## src/rtl/cache_fill_arbiter_pkg.sv

```systemverilog
// Shared types and constants for the cache fill arbiter: state and owner
// encodings, block geometry and memory request payload.
package cache_fill_arbiter_pkg;

  localparam int unsigned ADDR_W          = 16;
  localparam int unsigned DATA_W          = 16;
  localparam int unsigned MEM_LAT         = 4;
  localparam int unsigned WORDS_PER_BLOCK = 8;
  localparam int unsigned IDX_W           = $clog2(WORDS_PER_BLOCK);
  localparam int unsigned BLOCK_OFF_BITS  = 4;

  typedef enum logic [1:0] {
    IDLE = 2'd0,
    FILL = 2'd1,
    DONE = 2'd2
  } state_e;

  typedef enum logic {
    OWN_I = 1'b0,
    OWN_D = 1'b1
  } owner_e;

  typedef struct packed {
    logic              en;
    logic              wr;
    logic [ADDR_W-1:0] addr;
    logic [DATA_W-1:0] wdata;
  } mem_req_t;

  // Clear the byte offset within a block.
  function automatic logic [ADDR_W-1:0] block_base(input logic [ADDR_W-1:0] addr);
    return addr & ~ADDR_W'((1 << BLOCK_OFF_BITS) - 1);
  endfunction

  // Byte address of word idx in a block; base has a zero offset so no carry
  // ever reaches the block-number bits.
  function automatic logic [ADDR_W-1:0] word_addr(input logic [ADDR_W-1:0] base,
                                                  input logic [IDX_W-1:0]  idx);
    return base + ADDR_W'({idx, 1'b0});
  endfunction

endpackage

```

## src/rtl/cache_fill_arbiter_if.sv

```systemverilog
// Cache-side and memory-side signals of the fill arbiter.
// master: the arbiter; slave: the caches and main memory around it.
interface cache_fill_arbiter_if;
  import cache_fill_arbiter_pkg::*;

  logic              imiss_req;
  logic [ADDR_W-1:0] imiss_addr;
  logic              imiss_we;
  logic              imiss_done;

  logic              dmiss_req;
  logic [ADDR_W-1:0] dmiss_addr;
  logic              dmiss_we;
  logic              dmiss_done;

  logic              st_req;
  logic [ADDR_W-1:0] st_addr;
  logic [DATA_W-1:0] st_data;
  logic              st_ack;

  logic [IDX_W-1:0]  fill_idx;
  logic [DATA_W-1:0] fill_data;

  logic              mem_en;
  logic              mem_wr;
  logic [ADDR_W-1:0] mem_addr;
  logic [DATA_W-1:0] mem_wdata;
  logic [DATA_W-1:0] mem_rdata;
  logic              mem_data_valid;

  modport master (
    input  imiss_req, imiss_addr, dmiss_req, dmiss_addr,
    input  st_req, st_addr, st_data,
    input  mem_rdata, mem_data_valid,
    output imiss_we, imiss_done, dmiss_we, dmiss_done, st_ack,
    output fill_idx, fill_data,
    output mem_en, mem_wr, mem_addr, mem_wdata
  );

  modport slave (
    output imiss_req, imiss_addr, dmiss_req, dmiss_addr,
    output st_req, st_addr, st_data,
    output mem_rdata, mem_data_valid,
    input  imiss_we, imiss_done, dmiss_we, dmiss_done, st_ack,
    input  fill_idx, fill_data,
    input  mem_en, mem_wr, mem_addr, mem_wdata
  );

endinterface

```

## src/rtl/cache_fill_arbiter_fill_counter.sv

```systemverilog
// Word counter within a block fill; term flags the last word index.
module cache_fill_arbiter_fill_counter
  import cache_fill_arbiter_pkg::*;
(
  input  logic             clk,
  input  logic             rst,
  input  logic             clr,
  input  logic             inc,
  output logic [IDX_W-1:0] cnt,
  output logic             term
);

  logic [IDX_W-1:0] cnt_q;
  logic [IDX_W-1:0] cnt_d;

  // Clear on a new grant, otherwise step once per word; wraps after the last.
  always_comb begin
    cnt_d = cnt_q;
    if (clr) begin
      cnt_d = '0;
    end else if (inc) begin
      cnt_d = cnt_q + IDX_W'(1);
    end
  end

  // Count register with synchronous active-low reset.
  always_ff @(posedge clk) begin
    if (!rst) begin
      cnt_q <= '0;
    end else begin
      cnt_q <= cnt_d;
    end
  end

  assign cnt  = cnt_q;
  assign term = (cnt_q == IDX_W'(WORDS_PER_BLOCK - 1));

endmodule

```

## src/rtl/cache_fill_arbiter.sv

```systemverilog
// Shares the single main-memory port between I-miss fills, D-miss fills and
// write-through stores. Stores win in IDLE, D wins over I except that
// simultaneous misses alternate against the previous grant. Each grant
// streams one block of reads and forwards the returning words.
module cache_fill_arbiter
  import cache_fill_arbiter_pkg::*;
(
  input  logic                 clk,
  input  logic                 rst,
  cache_fill_arbiter_if.master bus
);

  state_e            state_q;
  state_e            state_d;
  owner_e            owner_q;
  owner_e            owner_d;
  owner_e            last_grant_q;
  owner_e            last_grant_d;
  owner_e            gnt_side;
  logic [ADDR_W-1:0] base_q;
  logic [ADDR_W-1:0] base_d;
  logic              issuing_q;
  logic              issuing_d;

  logic              iss_clr;
  logic              iss_inc;
  logic [IDX_W-1:0]  iss_cnt;
  logic              iss_term;
  logic              rcv_clr;
  logic              rcv_inc;
  logic [IDX_W-1:0]  rcv_cnt;
  logic              rcv_term;

  mem_req_t          mem_req_c;
  logic              st_ack_c;
  logic              imiss_we_c;
  logic              imiss_done_c;
  logic              dmiss_we_c;
  logic              dmiss_done_c;
  logic [IDX_W-1:0]  fill_idx_c;
  logic [DATA_W-1:0] fill_data_c;

  cache_fill_arbiter_fill_counter u_issue_cnt (
    .clk  (clk),
    .rst  (rst),
    .clr  (iss_clr),
    .inc  (iss_inc),
    .cnt  (iss_cnt),
    .term (iss_term)
  );

  cache_fill_arbiter_fill_counter u_rcv_cnt (
    .clk  (clk),
    .rst  (rst),
    .clr  (rcv_clr),
    .inc  (rcv_inc),
    .cnt  (rcv_cnt),
    .term (rcv_term)
  );

  // Next-state and port decode: store/grant choice in IDLE, issue and
  // receive streams overlap in FILL, DONE records the owner for alternation.
  always_comb begin
    state_d      = state_q;
    owner_d      = owner_q;
    last_grant_d = last_grant_q;
    base_d       = base_q;
    issuing_d    = issuing_q;
    gnt_side     = OWN_I;
    iss_clr      = 1'b0;
    iss_inc      = 1'b0;
    rcv_clr      = 1'b0;
    rcv_inc      = 1'b0;
    mem_req_c    = '0;
    st_ack_c     = 1'b0;
    imiss_we_c   = 1'b0;
    imiss_done_c = 1'b0;
    dmiss_we_c   = 1'b0;
    dmiss_done_c = 1'b0;
    fill_idx_c   = '0;
    fill_data_c  = '0;

    case (state_q)
      IDLE: begin
        if (bus.st_req) begin
          mem_req_c.en    = 1'b1;
          mem_req_c.wr    = 1'b1;
          mem_req_c.addr  = bus.st_addr;
          mem_req_c.wdata = bus.st_data;
          st_ack_c        = 1'b1;
        end else if (bus.imiss_req || bus.dmiss_req) begin
          if (bus.imiss_req && bus.dmiss_req) begin
            gnt_side = (last_grant_q == OWN_I) ? OWN_D : OWN_I;
          end else if (bus.dmiss_req) begin
            gnt_side = OWN_D;
          end else begin
            gnt_side = OWN_I;
          end
          owner_d   = gnt_side;
          base_d    = block_base((gnt_side == OWN_D) ? bus.dmiss_addr : bus.imiss_addr);
          issuing_d = 1'b1;
          iss_clr   = 1'b1;
          rcv_clr   = 1'b1;
          state_d   = FILL;
        end
      end

      FILL: begin
        if (issuing_q) begin
          mem_req_c.en   = 1'b1;
          mem_req_c.addr = word_addr(base_q, iss_cnt);
          iss_inc        = 1'b1;
          if (iss_term) begin
            issuing_d = 1'b0;
          end
        end
        if (bus.mem_data_valid) begin
          fill_idx_c  = rcv_cnt;
          fill_data_c = bus.mem_rdata;
          rcv_inc     = 1'b1;
          if (owner_q == OWN_D) begin
            dmiss_we_c   = 1'b1;
            dmiss_done_c = rcv_term;
          end else begin
            imiss_we_c   = 1'b1;
            imiss_done_c = rcv_term;
          end
          if (rcv_term) begin
            state_d = DONE;
          end
        end
      end

      DONE: begin
        last_grant_d = owner_q;
        state_d      = IDLE;
      end

      default: begin
        state_d = IDLE;
      end
    endcase
  end

  // State and grant bookkeeping with synchronous active-low reset.
  always_ff @(posedge clk) begin
    if (!rst) begin
      state_q      <= IDLE;
      owner_q      <= OWN_I;
      last_grant_q <= OWN_I;
      base_q       <= '0;
      issuing_q    <= 1'b0;
    end else begin
      state_q      <= state_d;
      owner_q      <= owner_d;
      last_grant_q <= last_grant_d;
      base_q       <= base_d;
      issuing_q    <= issuing_d;
    end
  end

  assign bus.mem_en     = mem_req_c.en;
  assign bus.mem_wr     = mem_req_c.wr;
  assign bus.mem_addr   = mem_req_c.addr;
  assign bus.mem_wdata  = mem_req_c.wdata;
  assign bus.st_ack     = st_ack_c;
  assign bus.imiss_we   = imiss_we_c;
  assign bus.imiss_done = imiss_done_c;
  assign bus.dmiss_we   = dmiss_we_c;
  assign bus.dmiss_done = dmiss_done_c;
  assign bus.fill_idx   = fill_idx_c;
  assign bus.fill_data  = fill_data_c;

endmodule

```

## src/flat_wrapper.sv

```systemverilog
// flat-port wrapper written by rule: the top's interface ports become plain ports
module cache_fill_arbiter_flat import cache_fill_arbiter_pkg::*;
  (clk, rst, bus_imiss_req, bus_imiss_addr, bus_dmiss_req, bus_dmiss_addr, bus_st_req, bus_st_addr, bus_st_data, bus_mem_rdata, bus_mem_data_valid, bus_imiss_we, bus_imiss_done, bus_dmiss_we, bus_dmiss_done, bus_st_ack, bus_fill_idx, bus_fill_data, bus_mem_en, bus_mem_wr, bus_mem_addr, bus_mem_wdata);
  cache_fill_arbiter_if bus_i ();
  input  logic clk;
  input  logic rst;
  input wire logic [$bits(bus_i.imiss_req)-1:0] bus_imiss_req;
  input wire logic [$bits(bus_i.imiss_addr)-1:0] bus_imiss_addr;
  input wire logic [$bits(bus_i.dmiss_req)-1:0] bus_dmiss_req;
  input wire logic [$bits(bus_i.dmiss_addr)-1:0] bus_dmiss_addr;
  input wire logic [$bits(bus_i.st_req)-1:0] bus_st_req;
  input wire logic [$bits(bus_i.st_addr)-1:0] bus_st_addr;
  input wire logic [$bits(bus_i.st_data)-1:0] bus_st_data;
  input wire logic [$bits(bus_i.mem_rdata)-1:0] bus_mem_rdata;
  input wire logic [$bits(bus_i.mem_data_valid)-1:0] bus_mem_data_valid;
  output wire logic [$bits(bus_i.imiss_we)-1:0] bus_imiss_we;
  output wire logic [$bits(bus_i.imiss_done)-1:0] bus_imiss_done;
  output wire logic [$bits(bus_i.dmiss_we)-1:0] bus_dmiss_we;
  output wire logic [$bits(bus_i.dmiss_done)-1:0] bus_dmiss_done;
  output wire logic [$bits(bus_i.st_ack)-1:0] bus_st_ack;
  output wire logic [$bits(bus_i.fill_idx)-1:0] bus_fill_idx;
  output wire logic [$bits(bus_i.fill_data)-1:0] bus_fill_data;
  output wire logic [$bits(bus_i.mem_en)-1:0] bus_mem_en;
  output wire logic [$bits(bus_i.mem_wr)-1:0] bus_mem_wr;
  output wire logic [$bits(bus_i.mem_addr)-1:0] bus_mem_addr;
  output wire logic [$bits(bus_i.mem_wdata)-1:0] bus_mem_wdata;
  assign bus_i.imiss_req = bus_imiss_req;
  assign bus_i.imiss_addr = bus_imiss_addr;
  assign bus_i.dmiss_req = bus_dmiss_req;
  assign bus_i.dmiss_addr = bus_dmiss_addr;
  assign bus_i.st_req = bus_st_req;
  assign bus_i.st_addr = bus_st_addr;
  assign bus_i.st_data = bus_st_data;
  assign bus_i.mem_rdata = bus_mem_rdata;
  assign bus_i.mem_data_valid = bus_mem_data_valid;
  assign bus_imiss_we = bus_i.imiss_we;
  assign bus_imiss_done = bus_i.imiss_done;
  assign bus_dmiss_we = bus_i.dmiss_we;
  assign bus_dmiss_done = bus_i.dmiss_done;
  assign bus_st_ack = bus_i.st_ack;
  assign bus_fill_idx = bus_i.fill_idx;
  assign bus_fill_data = bus_i.fill_data;
  assign bus_mem_en = bus_i.mem_en;
  assign bus_mem_wr = bus_i.mem_wr;
  assign bus_mem_addr = bus_i.mem_addr;
  assign bus_mem_wdata = bus_i.mem_wdata;
  cache_fill_arbiter u_core (.clk(clk), .rst(rst), .bus(bus_i));
endmodule
```

## config.mk

```make
export PLATFORM = sky130hd
export DESIGN_NAME = cache_fill_arbiter_flat
export DESIGN_NICKNAME = d
export VERILOG_FILES = /design/src/rtl/cache_fill_arbiter_pkg.sv /design/src/rtl/cache_fill_arbiter_if.sv /design/src/rtl/cache_fill_arbiter_fill_counter.sv /design/src/rtl/cache_fill_arbiter.sv /design/src/flat_wrapper.sv
export SDC_FILE = /design/constraint.sdc
export NUM_CORES = 1
export LEC_CHECK = 0
export CORE_MARGIN = 5
export CORE_UTILIZATION = 27
export CTS_BUF_LIST = sky130_fd_sc_hd__clkbuf_8 sky130_fd_sc_hd__clkbuf_16
export CTS_CLUSTER_DIAMETER = 150
export DETAILED_ROUTE_END_ITERATION = 7
export GPL_ROUTABILITY_DRIVEN = 0
export GPL_TIMING_DRIVEN = 0
export PLACE_DENSITY = 0.77
export SYNTH_ARGS = -nofsm -noshare
export SYNTH_HDL_FRONTEND = slang
export SYNTH_SLANG_ARGS = --single-unit
```

## constraint.sdc

```tcl
create_clock -name clk -period 1.3 [get_ports clk]
set_input_delay 0.13 -clock clk [delete_from_list [all_inputs] [get_ports clk]]
set_output_delay 0.13 -clock clk [all_outputs]
set_load 0.01 [all_outputs]
```

# == Word-level counts from Yosys, hierarchy flattened ==
# Cells that the tools add are included.
# word_totals
regBits,23
out_inout_bits,58
# op_classes
n_eq_ne,8
n_bitwise,2
muxes,48
n_addsub,3
n_reduce_logical,8
# op_table
operator,count
16-bit 2-to-1 mux,5
34-bit 2-to-1 mux,1
1-bit 2-to-1 mux,32
16-bit case mux with 2 select lines,1
16-bit by 4-bit adder with 16-bit output,1
2-bit 2-to-1 mux,4
"3-bit by 1-bit adder with 3-bit output, second input constant",2
"3-bit equality test, second input constant",2
3-bit 2-to-1 mux,2
3-bit AND reduction,2
"2-bit by 1-bit inequality test with 1-bit output, second input constant",2
"2-bit inequality test, second input constant",2
1-bit case mux with 2 select lines,2
2-bit case mux with 2 select lines,1
4-bit AND reduction,1
"2-bit by 1-bit equality test with 1-bit output, second input constant",1
"2-bit equality test, second input constant",1
2-bit zero test,1
1-bit inverter,2
2-bit nonzero test,1
2-bit OR reduction,1
1-bit logical AND,1
1-bit logical OR,1

# == Logic depth before layout (Yosys ltp) ==
# depth
ltp_word,6
depth_mapped,5
ltp_nobuf,5

# == Hierarchy ==
# Synthesis repeated with hierarchy kept, for this count alone.
# unflattened
hier_cells,189
hier_area_um2,1622.8
# modules_own_cells
mod,area_per_inst_um2,cells_each,instances
cache_fill_arbiter,1360.1,165,1
cache_fill_arbiter_fill_counter,131.4,12,2

# == Least setup slack after synthesis ==
# No wires, ideal clock.
# synth_path
path_kind,register -> output
start,register u_core.state_q[0]
end,output bus_imiss_done
path_buffers,1
slack_ps,-37
t_arrival_ps,1207
stages_incl_launch_ff,5
cell_sequence,dfxtp_1 > and3b_1 > buf_2 > nor2b_1 > and2_1
# synth_between
elab_chain_cells,2
# synth_rtl
element,line,text
"start, declared",cache_fill_arbiter.sv:13,state_e state_q;
"start signal, assigned",cache_fill_arbiter.sv:154,state_q <= state_d;
2-bit by 1-bit equality test with 1-bit output,cache_fill_arbiter.sv:83,case (state_q)
1-bit 2-to-1 mux,cache_fill_arbiter.sv:83,
"end, declared",flat_wrapper.sv:17,output wire logic [$bits(bus_i.imiss_done)-1:0] bus_imiss_done;
# Every way passes these cells.

# == Worst setup path after layout ==
# layout_path
start,register u_core.state_q[1]
end,output bus_mem_addr[6]
# layout_between
elab_chain_cells,2
# layout_rtl
element,line,text
2-bit by 1-bit equality test with 1-bit output / 2-bit zero test (equally long branches),cache_fill_arbiter.sv:83,
16-bit case mux with 2 select lines (*),cache_fill_arbiter.sv:83,
"end, declared",flat_wrapper.sv:25,output wire logic [$bits(bus_i.mem_addr)-1:0] bus_mem_addr;
# Every way passes the cells marked *; elsewhere a longest branch is shown, timed or not.

==> out/qor.csv <==
metric,value,unit
multiplexer share of the synthesized area,11.64,%
main combinational cell family by area after synthesis,simple AND/OR/NAND/NOR gates,
Initial DRC Count,53,
DPL Wire Length,4138,um
first-pass GRT wire length,8783,um
clock root buffer master,clkbuf_8,
Max IR drop VDD,0.4881,mV
Power Density,659.6,nW/um^2
width of the die,83.57,um
synthesized net count,246,
area grow syn2layout,126.4,%
final core utilization,63.96,%
Hold Slack,461.3,ps
critical path class,reg2out,
R2R cell count,5,
Post-Syn Area,1461,sq um
post-route setup slack,-262.0,ps
synth warn,0,
Die Span Y,83.57,um
vias per std cell,4.642,
fin crit share,120.2,%
Post-Synth XOR/XNOR Area,1.199,%
std cell rows,26,
antenna cell count,0,
flop-to-flop setup slack,-210,ps
Post-synth top flop,dfxtp_1,
clock skew,2.223,ps
fraction of the mapped netlist area in adder cells,3.425,%
startpoint types,flop,
die area,6984,sq um
cell count after synthesis,156,
Worst EP required,1170,ps
fin area,3308,sq um
grt ovf,0,
Compound-Gate Fraction of Synth Area,19.69,%
FF-to-FF End,u_core.base_q[14],
violated checks,negative setup slack,
post-synthesis sequential area ratio,31.51,%
Area contributors post-synth,"dfxtp_1 32%, mux2i_1 12%, and2_1 9.4%",
DR WL/cell,15.08,um
Synth Area in Simple Gates,26.03,%
post-synthesis register bit count,23,
max_cap viols,0,
share of the synthesized area in the top cell type,31.51,%
clock sink total,23,
layout net count,409,
register area,469.2,sq um
hold_buf cts,0,
area of the multi-input gates,1045,sq um
initial antenna violation count,0,
layout cells sized above 1,43.71,%
setup TNS,-12850,ps
synth cell count leaders,"23 x dfxtp_1, 22 x and2_1, 18 x and3_1",
WHS Path Cells,3,
H-Tree Depth,1,
HP Class,in2reg,
RSZ-0062 raised after global routing,yes,
CTS buffer count,3,
status,finished with violations,
final count of hold timing violations,0,
"CTS clk-pin slew, worst paths",90,ps
First-pass DRT Iterations,4,
Post-synth EDFFs,0,
# IOs,144,
synthesized area per cell,9.368,sq um
normalized max-slew margin,75.51,%
Hold Path Sink,u_core.state_q[1],
largest net degree at the start of global routing,14,
Max clock buf depth,2,
FF-to-FF Start,u_core.state_q[1],
Slew Limit Fails,0,
TritonCTS clock tree,done,
Filler Cells Inserted,420,
CORE AREA,5172,sq um
Initial Util,28.25,%
Post-DP Area,2903,sq um
Slew @ Worst Pin,366.2,ps
WP data arrival,1430,ps
Global Route Usage Sum,14.86,%
Synth cell types,26,
detailed-route via count,1801,
Post-route DRC,0,
Async SR Flop Fraction,0,%
hold_sp,bus_mem_data_valid,
"area leader, netlist",dfxtp_1,
antenna-violating nets left,0,
fmax,640.2,MHz
CP max FO,8,
I/O Buffers,135,
CP endpoint kind,primary output,
Final setup viols,71,
number of global-route vias before repair,1795,
worst skew pair latency,260,ps
Tmin final,1562,ps
drt total wl,5852,um
top-count cell post-synth,dfxtp_1,
Leak,1.546,nW
[metrics by stage]
| step | power, mW | instances | setup slack, ps |
|---|---|---|---|
| floorplan | 1.094 | 156 | 2.925 |
| global placement | 1.570 | 361 | -787.7 |
| detailed placement | 1.578 | 361 | -837.6 |
| CTS | 2.062 | 378 | -258.6 |
| global route | 2.282 | 388 | -324.2 |
| finish | 2.182 | 388 | -262.0 |
[how the worst max path moves through the flow]
stage,startpoint,end,slack [ps]
4_1_cts,u_core.state_q[1],bus_mem_addr[1],-260
2_1_floorplan,u_core.state_q[1],bus_mem_addr[11],3
5_1_grt,u_core.state_q[0],bus_mem_addr[1],-320
3_3_place_gp,bus_st_req,bus_mem_wdata[8],-790
6_report,u_core.state_q[1],bus_mem_addr[6],-260
3_5_place_dp,bus_st_req,bus_mem_wdata[7],-840
[critical path: stages (launching register included)]
cell and delay (ps):
dfxtp_4 390, and3b_1 190, buf_6 140, clkbuf_16 150, a22o_1 180, buf_6 120
[routing by layer]
metal  share of wire [%]  global-route usage (%)
met1                  41                   16.83
met2                  49                   26.61
met3                 9.0                   5.232
met4                0.96                   3.363
met5                   0                       0
[state kept, by name (all words and copies together), names as in the netlist]
signal,count
u_core.issuing_q,1
u_core.u_rcv_cnt.cnt,3
u_core.last_grant_q,1
u_core.owner_q,1
u_core.base_q,12
u_core.state_q,2
u_core.u_issue_cnt.cnt,3
[area by class of cell]
type | instances | share of cell area (%)
Tap cell | 70 | 2.648
Clock buffer | 3 | 1.248
Buffer | 14 | 4.841
Clock inverter | 1 | 0.1513
Multi-Input combinational cell | 118 | 31.58
Sequential cell | 23 | 14.18
Timing Repair Buffer | 159 | 45.35
[layout by cell type, fill, tap and decap left out, types with 6 or more instances in the layout]
| cell type | Yosys | final |
|---|---|---|
| mux2i_1 | 17 | 16 |
| buf_4 | 2 | 10 |
| buf_6 | 3 | 47 |
| o2bb2ai_2 | 0 | 6 |
| and3_1 | 18 | 16 |
| buf_2 | 7 | 31 |
| dfxtp_1 | 23 | 20 |
| and2_4 | 1 | 21 |
| clkdlybuf4s50_1 | 0 | 76 |
| o2bb2ai_1 | 13 | 7 |
| a22o_1 | 15 | 15 |
| clkbuf_8 | 0 | 6 |
| nor2_1 | 8 | 8 |
[what timing repair did]
item | 4_1_cts | 5_1_grt
gates cloned | 4 | 2
buffers inserted | 10 | 9
gates resized for setup | 293 | 49
endpoints found under the setup margin | 76 | 77
pin swaps | 27 | 8
[cell families (layout without fill, tap and decap cells)]
family,Yosys count,after routing
AOI/OAI and AO/OA,32,32
and+or+nand+nor,63,63
xor gates and xnor gates,2,2
adders and majority gates,4,4
buffers and inverters,15,177
muxes,17,17
DFF,23,23
[power by group]
part	leakage (nW)	internal [mW]	switching [mW]
clock network	0.0255	0.214	0.240
registers	0.190	0.743	0.0340
logic	1.33	0.614	0.337
total	1.55	1.57	0.611
Note: power is estimated with default switching activity, not from simulation.
